[src/rtl/ps2_key_queue.sv]
// PS/2 byte-stream decoder: folds E0/F0 prefixes into {brk,ext,code} events, queued in a FWFT FIFO.
// Latency: byte strobe on edge N -> event visible (ev_valid/level) after edge N; proto_err registered.
// Backpressure: ev_valid/ev_ready drain; full FIFO drops new events (sticky overflow) unless popped same cycle.

module ps2_key_fifo #(
    parameter int W     = 10,
    parameter int DEPTH = 16
) (
    input  logic                   clk,
    input  logic                   reset_n,
    input  logic                   wr_vld,
    input  logic [W-1:0]           wr_dat,
    output logic                   wr_rdy,
    output logic                   rd_vld,
    output logic [W-1:0]           rd_dat,
    input  logic                   rd_rdy,
    output logic [$clog2(DEPTH):0] level
);
    localparam int AW = $clog2(DEPTH);
    localparam int PW = AW + 1;

    logic [W-1:0]  mem [DEPTH];
    logic [PW-1:0] wr_ptr_q, wr_ptr_d;
    logic [PW-1:0] rd_ptr_q, rd_ptr_d;
    logic          full;
    logic          empty;
    logic          wr_en;
    logic          rd_en;

    assign empty  = (wr_ptr_q == rd_ptr_q);
    assign full   = (wr_ptr_q[AW-1:0] == rd_ptr_q[AW-1:0]) && (wr_ptr_q[AW] != rd_ptr_q[AW]);
    assign rd_vld = ~empty;
    // A full FIFO still accepts a write when the head leaves on the same edge.
    assign wr_rdy = ~full | rd_rdy;
    assign wr_en  = wr_vld & wr_rdy;
    assign rd_en  = rd_vld & rd_rdy;
    assign rd_dat = mem[rd_ptr_q[AW-1:0]];
    assign level  = wr_ptr_q - rd_ptr_q;

    always_comb begin
        wr_ptr_d = wr_ptr_q + PW'(wr_en);
        rd_ptr_d = rd_ptr_q + PW'(rd_en);
    end

    always_ff @(posedge clk or negedge reset_n) begin
        if (!reset_n) begin
            wr_ptr_q <= '0;
            rd_ptr_q <= '0;
        end else begin
            wr_ptr_q <= wr_ptr_d;
            rd_ptr_q <= rd_ptr_d;
        end
    end

    always_ff @(posedge clk) begin
        if (wr_en) begin
            mem[wr_ptr_q[AW-1:0]] <= wr_dat;
        end
    end
endmodule

module ps2_key_queue #(
    parameter int DEPTH   = 16,
    parameter int TIMEOUT = 50000
) (
    input  logic                   clk,
    input  logic                   reset_n,
    input  logic [7:0]             key_data,
    input  logic                   key_valid,
    output logic                   ev_valid,
    output logic [9:0]             ev_data,
    input  logic                   ev_ready,
    output logic [$clog2(DEPTH):0] level,
    output logic                   overflow,
    input  logic                   ovf_clr,
    output logic                   proto_err
);
    localparam int TW = (TIMEOUT > 1) ? $clog2(TIMEOUT) : 1;
    localparam logic [TW-1:0] TMO_LAST = TW'(TIMEOUT - 1);

    typedef struct packed {
        logic       brk;
        logic       ext;
        logic [7:0] code;
    } ev_t;

    typedef enum logic [1:0] {
        ST_IDLE   = 2'd0,
        ST_EXT    = 2'd1,
        ST_BRK    = 2'd2,
        ST_EXTBRK = 2'd3
    } state_t;

    state_t        state_q, state_d;
    logic [TW-1:0] timer_q, timer_d;
    logic          proto_err_q, proto_err_d;
    logic          overflow_q, overflow_d;

    logic          is_e0;
    logic          is_f0;
    logic          is_prefix;
    logic          tmo;
    logic          push_vld;
    ev_t           push_dat;
    logic          fifo_wr_rdy;
    logic          drop;

    assign is_e0     = (key_data == 8'hE0);
    assign is_f0     = (key_data == 8'hF0);
    assign is_prefix = is_e0 | is_f0;
    // A byte on the expiry cycle takes priority over the timeout.
    assign tmo       = ~key_valid && (timer_q == TMO_LAST);

    always_ff @(posedge clk or negedge reset_n) begin
        if (!reset_n) begin
            state_q     <= ST_IDLE;
            timer_q     <= '0;
            proto_err_q <= 1'b0;
            overflow_q  <= 1'b0;
        end else begin
            state_q     <= state_d;
            timer_q     <= timer_d;
            proto_err_q <= proto_err_d;
            overflow_q  <= overflow_d;
        end
    end

    always_comb begin
        state_d = state_q;
        timer_d = '0;
        case (state_q)
            ST_IDLE: begin
                if (key_valid && is_e0) begin
                    state_d = ST_EXT;
                end else if (key_valid && is_f0) begin
                    state_d = ST_BRK;
                end
            end
            ST_EXT: begin
                if (key_valid) begin
                    if (is_f0) begin
                        state_d = ST_EXTBRK;
                    end else if (!is_e0) begin
                        state_d = ST_IDLE;
                    end
                end else if (tmo) begin
                    state_d = ST_IDLE;
                end else begin
                    timer_d = timer_q + TW'(1);
                end
            end
            ST_BRK, ST_EXTBRK: begin
                if (key_valid || tmo) begin
                    state_d = ST_IDLE;
                end else begin
                    timer_d = timer_q + TW'(1);
                end
            end
            default: state_d = ST_IDLE;
        endcase
    end

    always_comb begin
        push_vld      = key_valid & ~is_prefix;
        push_dat.brk  = (state_q == ST_BRK) || (state_q == ST_EXTBRK);
        push_dat.ext  = (state_q == ST_EXT) || (state_q == ST_EXTBRK);
        push_dat.code = key_data;
        proto_err_d   = 1'b0;
        case (state_q)
            ST_IDLE:           proto_err_d = 1'b0;
            ST_EXT:            proto_err_d = tmo;
            ST_BRK, ST_EXTBRK: proto_err_d = (key_valid & is_prefix) | tmo;
            default:           proto_err_d = 1'b0;
        endcase
    end

    assign drop       = push_vld & ~fifo_wr_rdy;
    assign overflow_d = drop | (overflow_q & ~ovf_clr);

    ps2_key_fifo #(
        .W     (10),
        .DEPTH (DEPTH)
    ) u_fifo (
        .clk     (clk),
        .reset_n (reset_n),
        .wr_vld  (push_vld),
        .wr_dat  (push_dat),
        .wr_rdy  (fifo_wr_rdy),
        .rd_vld  (ev_valid),
        .rd_dat  (ev_data),
        .rd_rdy  (ev_ready),
        .level   (level)
    );

    assign overflow  = overflow_q;
    assign proto_err = proto_err_q;
endmodule

[config.mk]
export PLATFORM = sky130hd
export DESIGN_NAME = ps2_key_queue
export DESIGN_NICKNAME = d
export VERILOG_FILES = /design/src/rtl/ps2_key_queue.sv
export SDC_FILE = /design/constraint.sdc
export NUM_CORES = 1
export LEC_CHECK = 0
export BUFFER_PORTS_ARGS = -buffer_cell sky130_fd_sc_hd__buf_2
export CORE_ASPECT_RATIO = 0.8
export CORE_MARGIN = 5
export CORE_UTILIZATION = 25
export CTS_CLUSTER_DIAMETER = 200
export CTS_CLUSTER_SIZE = 10
export DETAILED_ROUTE_END_ITERATION = 8
export SYNTH_ARGS = -nofsm -noshare
export SYNTH_HDL_FRONTEND = slang
export SYNTH_SLANG_ARGS = --single-unit
[constraint.sdc]
create_clock -name clk -period 3.76 [get_ports clk]
set_input_delay 0.752 -clock clk [delete_from_list [all_inputs] [get_ports clk]]
set_output_delay 0.752 -clock clk [all_outputs]
set_load 0.1 [all_outputs]
Yosys cells after proc, flatten, opt, wreduce, memory -nomap -nowiden
Memories as Yosys holds them, arrays and structs flattened.
Cells that the tools add are included.
{"block": "totals", "wordCells": 65, "mem_bits_rw": 160, "output_inout_bits": 18, "memories": 1, "ff_bits": 30}
{"name": "u_fifo.mem", "words": 16, "word_bits": 10, "read_ports": 1, "rd_clocked_by_memory_dff": 0, "wr": 1, "line": "22", "text": "logic [W-1:0] mem [DEPTH];"}
{"block": "classes", "n_reduce_logical": 10, "mux": 15, "n_addsub": 4, "bitwise": 16, "n_eq_ne": 13}
{"cell": "two-way mux 16 bit", "count": 3}
{"cell": "case mux 16 bit (2 select lines)", "count": 1}
{"cell": "adder 16 x 1 -> 16 bit, second input constant", "count": 1}
{"cell": "== test 16 bit, second input constant", "count": 1}
{"cell": "== test 8 bit, second input constant", "count": 2}
{"cell": "two-way mux 2 bit", "count": 7}
{"cell": "adder 5 x 1 -> 5 bit", "count": 2}
{"cell": "bitwise AND 1 bit", "count": 6}
{"cell": "inequality test 3 bit, second input constant", "count": 2}
{"cell": "NOT 1 bit", "count": 6}
{"cell": "case mux 2 bit (3 select lines)", "count": 1}
{"cell": "== test 5 bit", "count": 1}
{"cell": "subtractor 5 bit", "count": 1}
{"cell": "== test 2 bit, second input constant", "count": 2}
{"cell": "== test 4 bit", "count": 1}
{"cell": "logical AND 1 bit", "count": 4}
{"cell": "inequality test 4 bit, second input constant", "count": 1}
{"cell": "OR 1 bit", "count": 4}
{"cell": "AND reduction 4 bit", "count": 1}
{"cell": "logical OR 1 bit", "count": 3}
{"cell": "case mux 1 bit (3 select lines)", "count": 1}
{"cell": "== test 2 x 1 -> 1 bit, second input constant", "count": 1}
{"cell": "zero test 2 bit", "count": 1}
{"cell": "two-way mux 1 bit", "count": 2}
{"cell": "other kinds (3)", "count": 3}

Longest topological paths before layout
Gate-level depths: netlist of run 1.
{"block": "logic_depth", "word_depth": 7, "mapped_depth": 14}

Hierarchy
A second synthesis of run 1 with hierarchy kept.
{"block": "unflattened", "hier_cells": 446, "area_unflattened_um2": 7927.6}
{"mod": "ps2_key_fifo", "n_inst": 1, "cells_each": 344, "area_per_inst_um2": 6902.9}
{"mod": "ps2_key_queue", "n_inst": 1, "cells_each": 102, "area_per_inst_um2": 1024.7}

Least setup slack after synthesis of run 1
OpenSTA, ideal clock, no wires.
{"block": "synth_timing", "path_kind": "register to output", "startpoint": "reg u_fifo.rd_ptr_q[1]", "endpoint": "out level[3]", "n_path_buf": 2, "path_slack_ns": 0.058, "path_stages_with_launch": 8, "t_arrival_ns": 2.950, "path_cell_list": "dfrtp_1 buf_2 clkbuf_1 inv_1 ha_1 a21o_1 a21oi_1 xnor2_1"}
{"block": "synth_via", "elab_chain_cells": 1}
{"element": "from (decl)", "line": "24", "text": "logic [PW-1:0] rd_ptr_q, rd_ptr_d;"}
{"element": "from (signal assigned)", "line": "51", "text": "rd_ptr_q <= rd_ptr_d;"}
{"element": "subtractor 5 bit", "line": "38", "text": "assign level = wr_ptr_q - rd_ptr_q;"}
{"element": "to (decl)", "line": "73", "text": "output logic [$clog2(DEPTH):0] level,"}
No other way between the ends.

Final worst setup path of run 1
{"block": "layout_timing", "startpoint": "reg u_fifo.wr_ptr_q[0]", "endpoint": "out level[4]"}
{"block": "layout_via", "elab_chain_cells": 1}
{"element": "from (decl)", "line": "23", "text": "logic [PW-1:0] wr_ptr_q, wr_ptr_d;"}
{"element": "from (signal assigned)", "line": "50", "text": "wr_ptr_q <= wr_ptr_d;"}
{"element": "subtractor 5 bit", "line": "38"}
No other way between the ends.

==> results.yml, run 1 <==
setup_path:
  required_ps: 3010
  setup.worst_path.class: "flop to output port"
  slowest_stage: "dfrtp_1"
  worstReg2RegStart: "u_fifo.wr_ptr_q[0]$_DFF_PN0_"
  worstSetupStartpointType: "flop"
  cp_num_buf_inv: 3
  cp_max_fo: 8
  cp_data_arrival_time_ps: 2580
  critical_path.most_common_cell: "inv_1"
  cp-end-kind: "output port"
  cpPeakStageDelay_ps: 520
  startpoint: "u_fifo.wr_ptr_q[0]$_DFF_PN0_"
  crit_chain: "inv_1 -> ha_1 -> fa_1 -> inv_1 -> a21o_1 -> a21oi_1 -> xnor2_1 -> buf_2"
  critPathTopFamily: "buffers and inverters"
sta:
  fin_skew_ps: 10.7
  slew_violations: 0
  finalSetupViolCount: 0
  max_slew_margin_pct: 22.0
  finalCritPeriodShare_pct: 88.6
  rsz0062_at_grt: "no"
  setup_tns_ps: 0
  hold_ws_ps: 361
  hold_violations: 0
  max_freq_ghz: 0.300
  worst_pin_slew_ps: 1160
  period_needed_ps: 3330
detailed_routing:
  wl_um: 16800
  vias_per_cell: 4.44
  met1_length_um: 7950
  met3_length_um: 926
  topRoutingLayerUsed: "met5"
  route.vias.total: 4015
  dr_wl_met2_um: 7640
  drtPass1Iterations: 4
  routedWlPerCell_um: 18.6
  postRouteAntennaNets: 0
  drt_iter0_drc: 344
  drc: 0
cts:
  cts-buffers-inserted: 17
  htreeDepth: 4
  clock_sinks: 190
  cts_hold_buf: 0
  clockBufferDepth: 2
  cts_resized: 0
  clockRootBuffer: "clkbuf_16"
  insertion_delay_ps: 430
  clk_pin_slew_ps: 80
  post-cts-setup-buffers: 0
  cts_tree: "built"
die:
  die_x_um: 207
  dieArea_sq_mm: 0.0347
  num_rows: 57
  initial_core_util_pct: 25.5
  io_pins: 31
  fp.dieH_um: 168
  core_sq_mm: 0.0305
logic_synthesis:
  syn_nets: 453
  yosysMostFrequentCell: "edfxtp_1"
  ys_ff_latch: 190
  synth_cell_types: 42
  synth_top_area_share_pct: 61.8
  synth_area_leaders: "edfxtp_1 62%, dfrtp_1 9.7%, mux4_2 8.7%, mux4_1 3.4%, a22oi_1 1.9%"
  async_flop_share_pct: 15.8
  synth_area_sq_mm: 0.00777
  ys_top_cells_by_count: "160 x edfxtp_1, 30 x dfrtp_1, 30 x mux4_2"
  syn_avg_cell_area_sq_um: 18.1
  synthFlopType: "edfxtp_1"
  netlist_instances: 430
  ys_seq_area_share_pct: 71.5
  synth_area_leader_cell: "edfxtp_1"
  yosys_warnings: 0
  synth_edf_count: 160
layout:
  finalNonFillerCells: 905
  layout-area-overhead-vs-synth_pct: 17.7
  regArea_sq_mm: 0.00556
  antennaDiodeCount: 0
  nNetsFinal: 502
  utilization_pct: 30.0
  nFillCells: 3012
  layout-drive-gt1-share_pct: 27.0
  multi_input_area_sq_mm: 0.00212
grt:
  grt_pass1_wl_um: 25500
  grt_start_max_net_pins: 43
  antenna_found_initial: 1
  grt_pass1_vias: 4148
  globalRouteTotalUtil_pct: 9.75
  overflow: 0
placed_design:
  io_buffer_count: 30
  dpl.cell_count: 873
  dpl.hpwl_um: 10800
  place_congestion: 0.794
run:
  maxCapViolations: 0
min_path:
  hold_path.class: "input pin to asynchronous set/reset pin"
status:
  status: "complete, no violations"
## kinds of logic (layout without fill, tap and decap cells)
kind of cell,Yosys count,in the layout,share of synthesized area [%]
DFF,190,190,71.5
and+or+nand+nor,98,98,6.52
muxes,40,40,12.1
buffers and inverters,36,98,2.40
AOI/OAI and AO/OA,33,33,3.17
xor gates and xnor gates,23,23,2.69
adders and majority gates,10,10,1.71
## stage by stage
| stage | instance area [sq um] | worst slack (ps) |
|---|---|---|
| 2_1_floorplan | 7770 | 58.4 |
| 3_3_place_gp | 8560 | 488 |
| 3_5_place_dp | 8560 | 362 |
| 4_1_cts | 9150 | 394 |
| 5_1_grt | 9150 | 286 |
| 6_report | 9150 | 427 |
## worst paths after layout
check,slack (ps),cells past startpoint,endpoint
setup / recovery,430,8,level[4]
hold / removal,360,1,timer_q[4]$_DFF_PN0_
setup reg to reg,700,11,u_fifo.wr_ptr_q[4]$_DFF_PN0_
hold reg to reg,520,1,timer_q[0]$_DFF_PN0_
max in group asynchronous,2920,1,u_fifo.rd_ptr_q[0]$_DFF_PN0_
min in group clk,520,1,timer_q[0]$_DFF_PN0_
## per-layer routing
| metal | vias up | global-route usage (%) |
|---|---|---|
| met5 | - | 0 |
| met4 | 2 | 3.62 |
| met3 | 20 | 2.43 |
| met2 | 88 | 14.5 |
| met1 | 2093 | 13.8 |
| li1 | 1812 | - |
## sequential cells by signal, summed over array words and instances, names as in the netlist
register         count
u_fifo.mem         160
timer_q             16
u_fifo.rd_ptr_q      5
u_fifo.wr_ptr_q      5
state_q              2
overflow             1
proto_err            1
## cell type report
type                            instances  share of cell area, %
Clock inverter                         15                   1.79
Clock buffer                           17                   4.65
Sequential cell                       190                   60.7
Inverter                               16                  0.656
Tap cell                              413                   5.65
Multi-Input combinational cell        204                   23.1
Timing Repair Buffer                   50                   3.42
## worst reg2reg max path: stages (launching register included)
cell     delay (ps)
dfrtp_1         520
inv_1           130
ha_1            320
nand4_1         120
nor3_1          370
or2_1           570
buf_4           260
inv_1            50
ha_1            200
ha_1            210
nand3_1         100
xnor2_1         130
## layout by cell type, fill, tap and decap left out, types with 9 or more instances in the layout
cell type	synthesis	layout
ha_1	9	9
clkbuf_16	0	17
xnor2_1	17	17
mux4_2	30	30
mux4_1	10	10
buf_2	2	30
inv_1	16	16
dfrtp_1	30	29
edfxtp_1	160	160
nor2_1	24	24
nor3_2	0	9
nand2_1	22	22
a22oi_1	20	20
buf_4	3	19
Power of run 1 is left out: the tool's default activity adds up to more than one toggle a clock period on the data nets, which glitch-free logic cannot reach.
==> run 2, diff against run 1 <==
Settings changed: SYNTH_HIERARCHICAL set to 1.
Clock period 3.76 ns to 3.3 ns, I/O delays scaled along.
==> results.yml, run 2 <==
status:
  status: "complete, no violations"
setup_path:
  cpPeakStageDelay_ps: 550
  required_ps: 2640
  critPathTopFamily: "compound AO/OA/AOI/OAI gates"
  slowest_stage: "a221oi_1"
  cp_num_buf_inv: 2
  cp_data_arrival_time_ps: 2470
  critical_path.most_common_cell: "o21ai_1"
  setup.worst_path.class: "flop to output port"
  crit_chain: "buf_4 -> and2_1 -> a221oi_1 -> o21ai_1 -> o21ai_1 -> buf_12"
  worstSetupStartpointType: "flop"
  cp_max_fo: 11
  cp-end-kind: "output port"
detailed_routing:
  drc: 0
  dr_wl_met2_um: 8310
  postRouteAntennaNets: 0
  routedWlPerCell_um: 18.5
  topRoutingLayerUsed: "met4"
  drtPass1Iterations: 5
  met3_length_um: 802
  vias_per_cell: 4.41
  route.vias.total: 4105
  wl_um: 17200
  drt_iter0_drc: 443
  met1_length_um: 7950
logic_synthesis:
  async_flop_share_pct: 15.8
  netlist_instances: 446
  synth_top_area_share_pct: 60.6
  synth_area_leader_cell: "edfxtp_1"
  syn_nets: 469
  synth_area_leaders: "edfxtp_1 61%, dfrtp_1 9.5%, mux4_1 8.6%, mux2i_1 3.8%, xnor2_1 1.4%"
  synthFlopType: "edfxtp_1"
  synth_cell_types: 45
  ys_seq_area_share_pct: 70.1
  yosysMostFrequentCell: "edfxtp_1"
  syn_avg_cell_area_sq_um: 17.8
  yosys_warnings: 6
  synth_area_sq_mm: 0.00793
  synth_edf_count: 160
  ys_top_cells_by_count: "160 x edfxtp_1, 30 x dfrtp_1, 30 x mux2i_1, 30 x nor2_1, 26 x mux4_1"
  ys_ff_latch: 190
cts:
  clk_pin_slew_ps: 80
  clock_sinks: 190
  insertion_delay_ps: 440
  clockRootBuffer: "clkbuf_16"
  cts-buffers-inserted: 17
  clockBufferDepth: 2
  htreeDepth: 4
  cts_tree: "built"
  cts_hold_buf: 0
layout:
  nNetsFinal: 520
  layout-drive-gt1-share_pct: 20.0
  layout_common_cells: "160 x edfxtp_1, 30 x nor2_1, 30 x mux2i_1"
  largest_reg_flops: 160
  regArea_sq_mm: 0.00556
  multi_input_area_sq_mm: 0.00219
  finalNonFillerCells: 931
  final_common_cell: "edfxtp_1"
  layout-area-overhead-vs-synth_pct: 19.3
  nFillCells: 3074
sta:
  fin_skew_ps: 12.1
  finalSetupViolCount: 0
  period_needed_ps: 3130
  max_freq_ghz: 0.319
  worst_pin_slew_ps: 1010
  max_slew_margin_pct: 32.2
  hold_violations: 0
  finalCritPeriodShare_pct: 95.0
  slew_violations: 0
  hold_ws_ps: 282
  rsz0062_at_grt: "no"
  setup_tns_ps: 0
die:
  initial_core_util_pct: 25.3
  num_rows: 58
  core_sq_mm: 0.0314
  die_x_um: 209
  io_pins: 31
  fp.dieH_um: 169
  dieArea_sq_mm: 0.0354
placed_design:
  io_buffer_count: 30
  dpl.cell_count: 898
  place_congestion: 0.747
  dpl.hpwl_um: 11200
grt:
  grt_pass1_wl_um: 26400
  grt_start_max_net_pins: 37
  antenna_found_initial: 1
  grt_pass1_vias: 4118
  overflow: 0
  globalRouteTotalUtil_pct: 9.91
min_path:
  hold_path.class: "input pin to asynchronous set/reset pin"
run:
  maxCapViolations: 0
==> run 2: cell types whose count changed after synthesis, sizes merged, moves of 7 or more <==
cell	previous run	this run
a221oi	0	10
a22oi	20	0
mux2i	0	30
mux4	40	30
nand2	22	11
nor3	12	5
o21ai	2	21
==> run 2: cells by family (layout without fill, tap and decap cells) <==
kind of cell | count (synthesis) | count (layout) | synth area share, %
flops | 190 | 190 | 70.1
simple gates | 85 | 85 | 5.67
mux | 60 | 60 | 13.5
compound gates | 43 | 43 | 3.58
buf+inv | 34 | 98 | 2.81
xor+xnor | 24 | 24 | 2.65
fa+ha+maj | 10 | 10 | 1.67
other cells | 0 | 1 | 0
==> run 2: layout make-up <==
| class | count | area share [%] |
|---|---|---|
| Sequential cell | 190 | 58.7 |
| Multi-Input combinational cell | 222 | 23.2 |
| Timing Repair Buffer | 53 | 5.61 |
| Tap cell | 420 | 5.55 |
| Clock buffer | 17 | 4.50 |
| Clock inverter | 15 | 1.90 |
| Inverter | 13 | 0.516 |
| Antenna cell | 1 | 0.0264 |
==> run 2: what timing repair did <==
item,in CTS,in global routing
endpoints found under the setup margin,0,1
resized for setup,0,3
buffers inserted,0,0
==> run 2: layer usage <==
metal  GRT usage, %  vias to the layer above
met1           13.7                     2117
met3           2.16                       13
met4           2.67                        0
li1               -                     1881
met5              0                        -
met2           16.0                       94
==> run 2: worst paths after layout <==
kind                                                      to  cells past startpoint                          from  slack (ps)
worst min register to register  u_fifo/wr_ptr_q[4]$_DFF_PN0_                      1  u_fifo/wr_ptr_q[4]$_DFF_PN0_         500
worst max-delay path                              ev_data[2]                      6  u_fifo/rd_ptr_q[1]$_DFF_PN0_         170
worst min-delay path                    timer_q[1]$_DFF_PN0_                      1                       reset_n         280
worst max register to register    u_fifo/mem[7][7]$_DFFE_PP_                      6  u_fifo/wr_ptr_q[0]$_DFF_PN0_         630
min in group clk                          overflow$_DFF_PN0_                      2                       ovf_clr         420
max in group asynchronous       u_fifo/rd_ptr_q[0]$_DFF_PN0_                      1                       reset_n        2510
==> run 2: stage by stage <==
step / instance area (sq um) / setup WS (ps) / util [%]
after global routing: 9460 / 35.8 / 30.2
after floorplan: 7950 / 193 / -
after global placement: 8840 / 363 / 28.2
after CTS: 9440 / 5.93 / 30.1
final: 9460 / 166 / 30.2
after detailed placement: 8840 / 306 / 28.2
Power of run 2 is left out for the same reason.
